$ cat src/rtl/if_fetch_pkg.sv
// if_fetch_pkg: shared widths, reset defaults and FSM state encoding for the fetch stage
package if_fetch_pkg;
  localparam int INST_W = 32;
  localparam int ADDR_W = 64;
  localparam logic [ADDR_W-1:0] RESET_PC_DEF = 64'h0000_0000_8000_0000;
  localparam logic [ADDR_W-1:0] INST_STEP_DEF = 64'd4;
  typedef enum logic [1:0] {
    IF_IDLE = 2'd0,
    IF_REQ  = 2'd1,
    IF_WAIT = 2'd2,
    IF_HOLD = 2'd3
  } if_state_e;
endpackage

$ cat src/rtl/if_pcgen.sv
// if_pcgen: program counter register with trap > jump/branch > sequential priority
module if_pcgen
  import if_fetch_pkg::*;
#(
  parameter logic [ADDR_W-1:0] RESET_PC  = RESET_PC_DEF,
  parameter logic [ADDR_W-1:0] INST_STEP = INST_STEP_DEF
) (
  input  logic              clk,
  input  logic              rst,
  input  logic              trap_en_i,
  input  logic [ADDR_W-1:0] trap_addr_i,
  input  logic              jb_en_i,
  input  logic [ADDR_W-1:0] jb_addr_i,
  input  logic              adv_i,
  output logic [ADDR_W-1:0] pc_q
);
  logic [ADDR_W-1:0] pc_d;
  // next PC: redirect targets first, otherwise advance when a useful response lands
  always_comb begin
    pc_d = trap_en_i ? trap_addr_i : jb_en_i ? jb_addr_i : adv_i ? pc_q + INST_STEP : pc_q;
  end
  // PC register, reloaded with the boot address on reset
  always_ff @(posedge clk or negedge rst) begin
    if (!rst) pc_q <= RESET_PC;
    else      pc_q <= pc_d;
  end
endmodule

$ cat src/rtl/if_fetch.sv
// if_fetch: instruction fetch stage; optional misaligned-PC trap via IF_FETCH_MISALIGN_CHK_EN
module if_fetch
  import if_fetch_pkg::*;
#(
  parameter logic [ADDR_W-1:0] RESET_PC  = RESET_PC_DEF,
  parameter logic [ADDR_W-1:0] INST_STEP = INST_STEP_DEF
) (
  input  logic              clk,
  input  logic              rst,
  input  logic              if_fetch_stall_i,
  input  logic              if_fetch_jumpbranch_en_i,
  input  logic [ADDR_W-1:0] if_fetch_jumpbranch_addr_i,
  input  logic              if_fetch_trap_en_i,
  input  logic [ADDR_W-1:0] if_fetch_trap_addr_i,
  output logic              if_fetch_req_o,
  output logic [ADDR_W-1:0] if_fetch_addr_o,
  input  logic              if_fetch_ready_i,
  input  logic              if_fetch_rvalid_i,
  input  logic [INST_W-1:0] if_fetch_rdata_i,
  output logic              if_fetch_inst_valid_o,
  output logic [INST_W-1:0] if_fetch_inst_o,
  output logic [ADDR_W-1:0] if_fetch_inst_addr_o,
  output logic [ADDR_W-1:0] if_fetch_nxt_inst_addr_o
`ifdef IF_FETCH_MISALIGN_CHK_EN
  ,
  output logic              if_fetch_misalign_o
`endif
);
  if_state_e state_q, state_d;
  logic discard_q, discard_d;
  logic skid_valid_q, skid_valid_d;
  logic [INST_W-1:0] skid_inst_q, skid_inst_d;
  logic [ADDR_W-1:0] skid_addr_q, skid_addr_d;
  logic out_valid_q, out_valid_d;
  logic [INST_W-1:0] out_inst_q, out_inst_d;
  logic [ADDR_W-1:0] out_addr_q, out_addr_d, out_nxt_q, out_nxt_d;
  logic mis_q, mis_d;
  logic [ADDR_W-1:0] pc_q;
  logic redirect, out_free, consumed, adv, mis_pc;

  assign redirect = if_fetch_trap_en_i | if_fetch_jumpbranch_en_i;
  assign out_free = !out_valid_q | !if_fetch_stall_i;
  assign consumed = out_valid_q & !if_fetch_stall_i;
  assign adv = (state_q == IF_WAIT) & if_fetch_rvalid_i & !discard_q;
`ifdef IF_FETCH_MISALIGN_CHK_EN
  assign mis_pc = pc_q[1:0] != 2'b00;
  assign if_fetch_misalign_o = mis_q;
`else
  assign mis_pc = 1'b0;
`endif
  assign if_fetch_req_o = (state_q == IF_REQ) & !mis_pc;
  assign if_fetch_addr_o = if_fetch_req_o ? pc_q : '0;
  assign if_fetch_inst_valid_o = out_valid_q;
  assign if_fetch_inst_o = out_inst_q;
  assign if_fetch_inst_addr_o = out_addr_q;
  assign if_fetch_nxt_inst_addr_o = out_nxt_q;

  if_pcgen #(.RESET_PC(RESET_PC), .INST_STEP(INST_STEP)) u_pcgen (
    .clk         (clk),
    .rst         (rst),
    .trap_en_i   (if_fetch_trap_en_i),
    .trap_addr_i (if_fetch_trap_addr_i),
    .jb_en_i     (if_fetch_jumpbranch_en_i),
    .jb_addr_i   (if_fetch_jumpbranch_addr_i),
    .adv_i       (adv),
    .pc_q        (pc_q)
  );

  // fetch FSM, skid and output register next-state; a redirect squashes everything last
  always_comb begin
    state_d      = state_q;
    discard_d    = discard_q;
    skid_valid_d = skid_valid_q;
    skid_inst_d  = skid_inst_q;
    skid_addr_d  = skid_addr_q;
    out_valid_d  = consumed ? 1'b0 : out_valid_q;
    out_inst_d   = out_inst_q;
    out_addr_d   = out_addr_q;
    out_nxt_d    = out_nxt_q;
    mis_d        = mis_q;
    case (state_q)
      IF_IDLE: state_d = IF_REQ;
      IF_REQ: begin
        if (if_fetch_ready_i && !mis_pc) begin
          state_d   = IF_WAIT;
          discard_d = redirect;
        end else if (mis_pc && !redirect && out_free) begin
          out_valid_d = 1'b1;
          out_inst_d  = '0;
          out_addr_d  = pc_q;
          out_nxt_d   = pc_q + INST_STEP;
          mis_d       = 1'b1;
          state_d     = IF_HOLD;
        end
      end
      IF_WAIT: begin
        if (if_fetch_rvalid_i && (discard_q || redirect)) begin
          discard_d = 1'b0;
          state_d   = IF_REQ;
        end else if (if_fetch_rvalid_i && out_free) begin
          out_valid_d = 1'b1;
          out_inst_d  = if_fetch_rdata_i;
          out_addr_d  = pc_q;
          out_nxt_d   = pc_q + INST_STEP;
          state_d     = IF_REQ;
        end else if (if_fetch_rvalid_i) begin
          skid_valid_d = 1'b1;
          skid_inst_d  = if_fetch_rdata_i;
          skid_addr_d  = pc_q;
          state_d      = IF_HOLD;
        end else if (redirect) begin
          discard_d = 1'b1;
        end
      end
      IF_HOLD: begin
        if (consumed && skid_valid_q && !mis_q) begin
          out_valid_d  = 1'b1;
          out_inst_d   = skid_inst_q;
          out_addr_d   = skid_addr_q;
          out_nxt_d    = skid_addr_q + INST_STEP;
          skid_valid_d = 1'b0;
          state_d      = IF_REQ;
        end
      end
      default: state_d = IF_IDLE;
    endcase
    if (redirect) begin
      out_valid_d  = 1'b0;
      skid_valid_d = 1'b0;
      mis_d        = 1'b0;
      state_d      = (state_q == IF_HOLD) ? IF_REQ : state_d;
    end
  end

  // state, skid and output registers, cleared asynchronously on reset
  always_ff @(posedge clk or negedge rst) begin
    if (!rst) begin
      state_q      <= IF_IDLE;
      discard_q    <= 1'b0;
      skid_valid_q <= 1'b0;
      skid_inst_q  <= '0;
      skid_addr_q  <= '0;
      out_valid_q  <= 1'b0;
      out_inst_q   <= '0;
      out_addr_q   <= '0;
      out_nxt_q    <= '0;
      mis_q        <= 1'b0;
    end else begin
      state_q      <= state_d;
      discard_q    <= discard_d;
      skid_valid_q <= skid_valid_d;
      skid_inst_q  <= skid_inst_d;
      skid_addr_q  <= skid_addr_d;
      out_valid_q  <= out_valid_d;
      out_inst_q   <= out_inst_d;
      out_addr_q   <= out_addr_d;
      out_nxt_q    <= out_nxt_d;
      mis_q        <= mis_d;
    end
  end
endmodule

$ cat config.mk
export PLATFORM = sky130hd
export DESIGN_NAME = if_fetch
export DESIGN_NICKNAME = d
export VERILOG_FILES = /design/src/rtl/if_fetch_pkg.sv /design/src/rtl/if_pcgen.sv /design/src/rtl/if_fetch.sv
export SDC_FILE = /design/constraint.sdc
export NUM_CORES = 1
export LEC_CHECK = 0
export BUFFER_PORTS_ARGS = -buffer_cell sky130_fd_sc_hd__buf_4
export CELL_PAD_IN_SITES_DETAIL_PLACEMENT = 1
export CELL_PAD_IN_SITES_GLOBAL_PLACEMENT = 1
export CORE_UTILIZATION = 42
export DETAILED_ROUTE_END_ITERATION = 10
export PLACE_DENSITY_LB_ADDON = 0.1
export SETUP_SLACK_MARGIN = 0.2
export SKIP_LAST_GASP = 1
export SLEW_MARGIN = 15
export SYNTH_ARGS = -nofsm -noshare
export SYNTH_HDL_FRONTEND = slang
export SYNTH_SLANG_ARGS = --single-unit
$ cat constraint.sdc
create_clock -name clk -period 3.2 [get_ports clk]
set_clock_uncertainty 0.2 [all_clocks]
set_input_delay 0.16 -clock clk [delete_from_list [all_inputs] [get_ports clk]]
set_output_delay 0.16 -clock clk [all_outputs]
set_load 0.005 [all_outputs]
## Word level (Yosys, flattened, before mapping)

Cells that the tools add are included.

- Output and inout bits: 226
- Logic and storage cells: 91
- Memory bits (writable): 0
- ROM bits: 0
- Latch bits: 0
- Memories: 0
- Register bits: 325
- Input bits: 167

- Bitwise gates (word level): 7
- Shift-type cells: 0
- $lt $le $gt $ge: 0
- Equal/unequal tests: 14
- $mul: 0
- Reduce and logical (&&, ||, !) cells: 16
- Div/mod/pow operators: 0
- $add $sub $neg: 2
- Muxes and demuxes: 42

Operator list:

| kind | count |
|---|---|
| $mux 64 | 10 |
| $pmux 64 s2 | 2 |
| $add 64x3->64 const B | 2 |
| $mux 32 | 3 |
| $pmux 32 s2 | 1 |
| $mux 1 | 15 |
| $ne 3x3->1 const B | 5 |
| $mux 2 | 7 |
| $reduce_and 5->1 | 2 |
| $pmux 2 s4 | 1 |
| $reduce_and 4->1 | 2 |
| $ne 3x2->1 const B | 2 |
| $pmux 1 s2 | 3 |
| $reduce_bool 3->1 | 2 |
| $eq 2x2->1 const B | 2 |
| $ne 2x1->1 const B | 2 |
| $ne 2x2->1 const B | 2 |
| $reduce_bool 2->1 | 2 |
| $and 1x1->1 | 3 |
| $logic_and 1x1->1 | 3 |
| $logic_not 1->1 | 3 |
| $eq 2x1->1 const B | 1 |
| $logic_not 2->1 | 1 |
| $not 1->1 | 2 |
| other kinds (2) | 3 |

## Longest topological paths before layout

- Word-level depth: 8
- Gate-level depth with buffers: 10
- Mapped depth without buffers: 8

## By module

From an unflattened synthesis, not the netlist that was laid out.

- Cells, all modules: 1876
- Area, all modules: 17889.7 µm²

By module, submodules not included:

| module | cells an instance | sequential area each (µm²) | area each (µm²) | times used |
|---|---|---|---|---|
| if_fetch | 1287 | 6481.2 | 13046.3 | 1 |
| if_pcgen | 589 | 1602.8 | 4843.4 | 1 |

## Worst setup path before layout

No wires, ideal clock.

- Path kind: register -> register
- Start point: register state_q[0]
- End point: register out_addr_q[59] (netlist: if_fetch_inst_addr_o[59])
- Arrival time: 2.358 ns
- Slack: 0.501 ns
- Cell stages (with the launch flop): 10
- Cell sequence: dfrtp_1 -> inv_1 -> ha_1 -> and3b_1 -> clkbuf_1 -> nand3_1 -> o21ai_1 -> clkbuf_1 -> clkbuf_1 -> a31oi_1

- Cells in the longest elaborated chain, start to end: 3
- Elaborated cells between the ends (all ways): 8

RTL lines:

| item | RTL line | text |
|---|---|---|
| from (decl) | if_fetch.sv:29 | `if_state_e state_q, state_d;` |
| from (signal assigned) | if_fetch.sv:149 | `state_q <= state_d;` |
| $eq 2x2->1 | if_fetch.sv:81 | `case (state_q)` |
| $ne 2x2->1 (no source line), or another cell as far along | - |  |
| $reduce_and 4->1 (no source line) | - |  |
| to (signal assigned) | if_fetch.sv:156 | `out_addr_q <= out_addr_d;` |
| to (decl) | if_fetch.sv:36 | `logic [ADDR_W-1:0] out_addr_q, out_addr_d, out_nxt_q, out_nxt_d;` |

Several ways; a longest one is shown, not always the timed one.
A chain may end at the register's enable or synchronous reset.

## Final worst setup path

- Start point: register u_pcgen.pc_q[4]
- End point: register u_pcgen.pc_q[15]

- Cells in the longest elaborated chain, start to end: 4

RTL lines:

| item | RTL line | text |
|---|---|---|
| from (decl) | if_pcgen.sv:15 | `output logic [ADDR_W-1:0] pc_q` |
| from (signal assigned) | if_pcgen.sv:25 | `else pc_q <= pc_d;` |
| $add 64x3->64 | if_pcgen.sv:20 | `pc_d = trap_en_i ? trap_addr_i : jb_en_i ? jb_addr_i : adv_i ? pc_q + INST_STEP : pc_q;` |
| $mux 64 (3 in series) | if_pcgen.sv:20 |  |

Every way passes these cells. The select of a mux whose other input is x is not followed.

==> impl_metrics.yaml <==
route:
  via_per_inst: 5.800
  initialDrtViolationCount: 1169
  final_antenna_net_count: 0
  dr.pass1.iters: 8
  drt-total-wl_mm: 71.94
  drc: 22
  wl_per_cell_um: 24.63
  vias: 16941
critical_path:
  worstPathRequired_ns: 3.48
  cp_top_family: "simple AND/OR/NAND/NOR gates"
  crit_buf_inv: 2
  cp_cell_sequence: "and4_2, buf_4, nand4_1, nor2_1, xor2_1, o21ai_0, dlygate4sd3_1, a21oi_1"
  path_class: "flop to flop"
  cpMaxStageDelayCell: "dlygate4sd3_1"
  arrival_ns: 3.18
  max_stage_delay_ns: 0.60
  end_kind: "flop"
  startpoint_type: "flop"
  cp_max_fo: 10
placement:
  portBuffers: 392
  dpl.cell_count: 2673
  dp_hpwl_mm: 47.92
  dpl_cell_area_um2: 21230
  place.gp.congestion: 0.8782
final_layout:
  finalNonFillerCells: 2921
  final_area_um2: 24340
  drive_gt1_share_pct: 27.30
  fin_nets: 2532
  fin_util_pct: 59.21
  syn_to_final_growth_pct: 38.38
min_path:
  hp-class: "input pin to asynchronous set/reset pin"
synthesis:
  synth_area_um2: 17590
  synth_top_area_share_pct: 45.81
  syn_inst: 1836
  synth.most_common_cell: "dfrtp_1"
  synth-seq-area-share_pct: 45.96
  synth.top_cells.by_area: "dfrtp_1 46%, mux2i_1 6.9%, mux2_2 5.7%"
  synth-main-ff-cell: "dfrtp_1"
  yosys_register_bits: 323
  synth_async_sr_flop_share_pct: 100.0
  syn_nets: 2010
  synth_common_cells: "322 x dfrtp_1, 161 x nand2_1, 160 x nor2_1, 152 x a21oi_1, 121 x mux2i_1"
  synth.distinct_cells: 63
  synth.avg_cell_area_um2: 9.580
  synth_top_area_cell: "dfrtp_1"
  ys_warn_count: 0
  synth-edff-count: 0
timing:
  period_share_pct: 90.57
  clock.fmax_mhz: 345.0
  setup_viol: 0
  final_hold_viol_count: 3
  fin_tns_setup_ns: 0
  min_period_ns: 2.898
  rsz0062_at_grt: "no"
  slew_viol_final: 0
  slew_headroom_pct: 24.68
  holdWs_ns: -0.002053
  worst_pin_slew_ns: 1.126
clocking:
  cts_root_buffer: "clkbuf_16"
  cts_max_path_buffers: 3
  cts_tree: "yes"
  htreeDepth: 2
  numCtsBuffers: 38
  clk_pin_slew_ns: 0.06
  clock_sinks: 323
  clk-insertion-delay-late_ns: 0.56
power_and_ir_drop:
  power.leakage_nw: 10.92
  power.total_mw: 15.05
  irDropWorstVdd_mv: 0.5469
  p_per_area_nw_per_um2: 618.1
status:
  violations: "DRC, hold timing"
  run_status: "complete, but fails checks"
floorplan:
  core_um2: 41110
  floorplan.initialDensity_pct: 42.79
  die_h_um: 206.6
  die_w_um: 206.6
  row_count: 74
  die-area_um2: 42700
  ios: 393
grt:
  grt_max_degree: 93
  globalRouteTotalUtil_pct: 33.54
  grt_pass1_wl_mm: 108.5
  grt.overflow.total: 0
  antenna_found_initial: 6
  grt_pass1_vias: 18133
run:
  cap_viol_max_count: 0
## power breakdown
group	switching, mW	internal, mW	leakage, nW
clock network	1.82	2.82	0.648
logic	2.43	2.51	6.04
registers	0.659	4.80	4.23
total	4.91	10.1	10.9
## repair_timing
item                                   CTS  global route
setup endpoints to repair                0            13
buffers inserted                         0             5
hold buffers                           172             0
gates resized for setup                  0             7
endpoints found under the hold margin  281             0
## area by class of cell
type	count	area, um^2
multi-input combinational	1335	8826
inverter	19	71.32
fill	4535	16770
antenna	4	10.01
tap	532	665.6
sequential	323	8085
clock inverter	7	112.6
timing repair buffer	641	5363
clock buffer	60	1207
## sequential cells by signal (all words and copies together), names as in the netlist
name,flops
if_fetch_nxt_inst_addr_o,62
skid_addr_q,64
discard_q,1
skid_inst_q,32
u_pcgen.pc_q,64
if_fetch_inst_o,32
if_fetch_inst_addr_o,64
skid_valid_q,1
state_q,2
if_fetch_inst_valid_o,1
## cell families (layout without fill, tap and decap cells)
logic type / after synthesis / in the layout / synth area share (%)
AO/OA/AOI/OAI: 347 / 347 / 11.70
XOR/XNOR: 136 / 136 / 6.772
adder cells (fa/ha/maj): 7 / 7 / 0.4979
buffers and inverters: 178 / 727 / 4.240
flip-flops: 323 / 323 / 45.96
multiplexers: 210 / 210 / 12.58
other: 0 / 4 / 0
AND/OR/NAND/NOR: 635 / 635 / 18.25
## metal layers
| metal | up-vias | track usage [%] | part of all wire, % |
|---|---|---|---|
| met1 | 8666 | 43.07 | 41 |
| met5 | - | 0 | 0.028 |
| met2 | 622 | 56.01 | 49 |
| met3 | 134 | 6.154 | 6.6 |
| li1 | 7515 | - | - |
| met4 | 4 | 12.95 | 3.3 |
## final timing paths
| path | start | slack (ns) | depth (start not counted) | end |
|---|---|---|---|---|
| max in group asynchronous | rst | 1.87 | 3 | if_fetch_inst_o[0] |
| worst min register to register | if_fetch_nxt_inst_addr_o[9] | 0.28 | 2 | if_fetch_nxt_inst_addr_o[9] |
| worst max-delay path | u_pcgen.pc_q[4] | 0.30 | 8 | u_pcgen.pc_q[15] |
| worst min-delay path | rst | -0.002 | 2 | if_fetch_nxt_inst_addr_o[26] |
| worst max register to register | u_pcgen.pc_q[4] | 0.30 | 8 | u_pcgen.pc_q[15] |
| min in group clk | if_fetch_jumpbranch_en_i | 0.05 | 3 | u_pcgen.pc_q[18] |
## worst reg2reg max path: cells and delay by family (launching register included)
kind | cells | cell delay, ns
xor gates and xnor gates | 1 | 0.24
buffers and inverters | 2 | 0.79
DFF | 1 | 0.50
AOI/OAI and AO/OA | 2 | 0.25
and+or+nand+nor | 3 | 0.84
## through the flow
step | hold WS [ns] | setup WS (ns)
CTS | 0.03109 | 0.2572
detailed placement | 0.04372 | 0.3349
floorplan | -0.3356 | 0.5006
finish | -0.002053 | 0.3019
global route | 0.04369 | 0.2337
global placement | 0.03998 | 0.4424
## cells in the final DEF (no fill, tap or decap), drive strengths merged, types with 15 or more instances in the layout
master	netlist	layout
buf	52	469
and3	29	29
o221ai	34	34
dlygate4sd3	0	172
xnor2	80	80
nand2	161	161
a21oi	152	152
inv	18	18
and2	74	74
dfrtp	322	322
nor3	55	55
nor4	22	22
xor2	56	56
o22ai	15	15
mux2	89	89
nand3	49	49
a22oi	15	15
nor2	161	161
and4	16	16
clkbuf	107	60
mux2i	121	121
o21ai	86	86
nand4	42	42
Power figures use the tool's default switching activity.
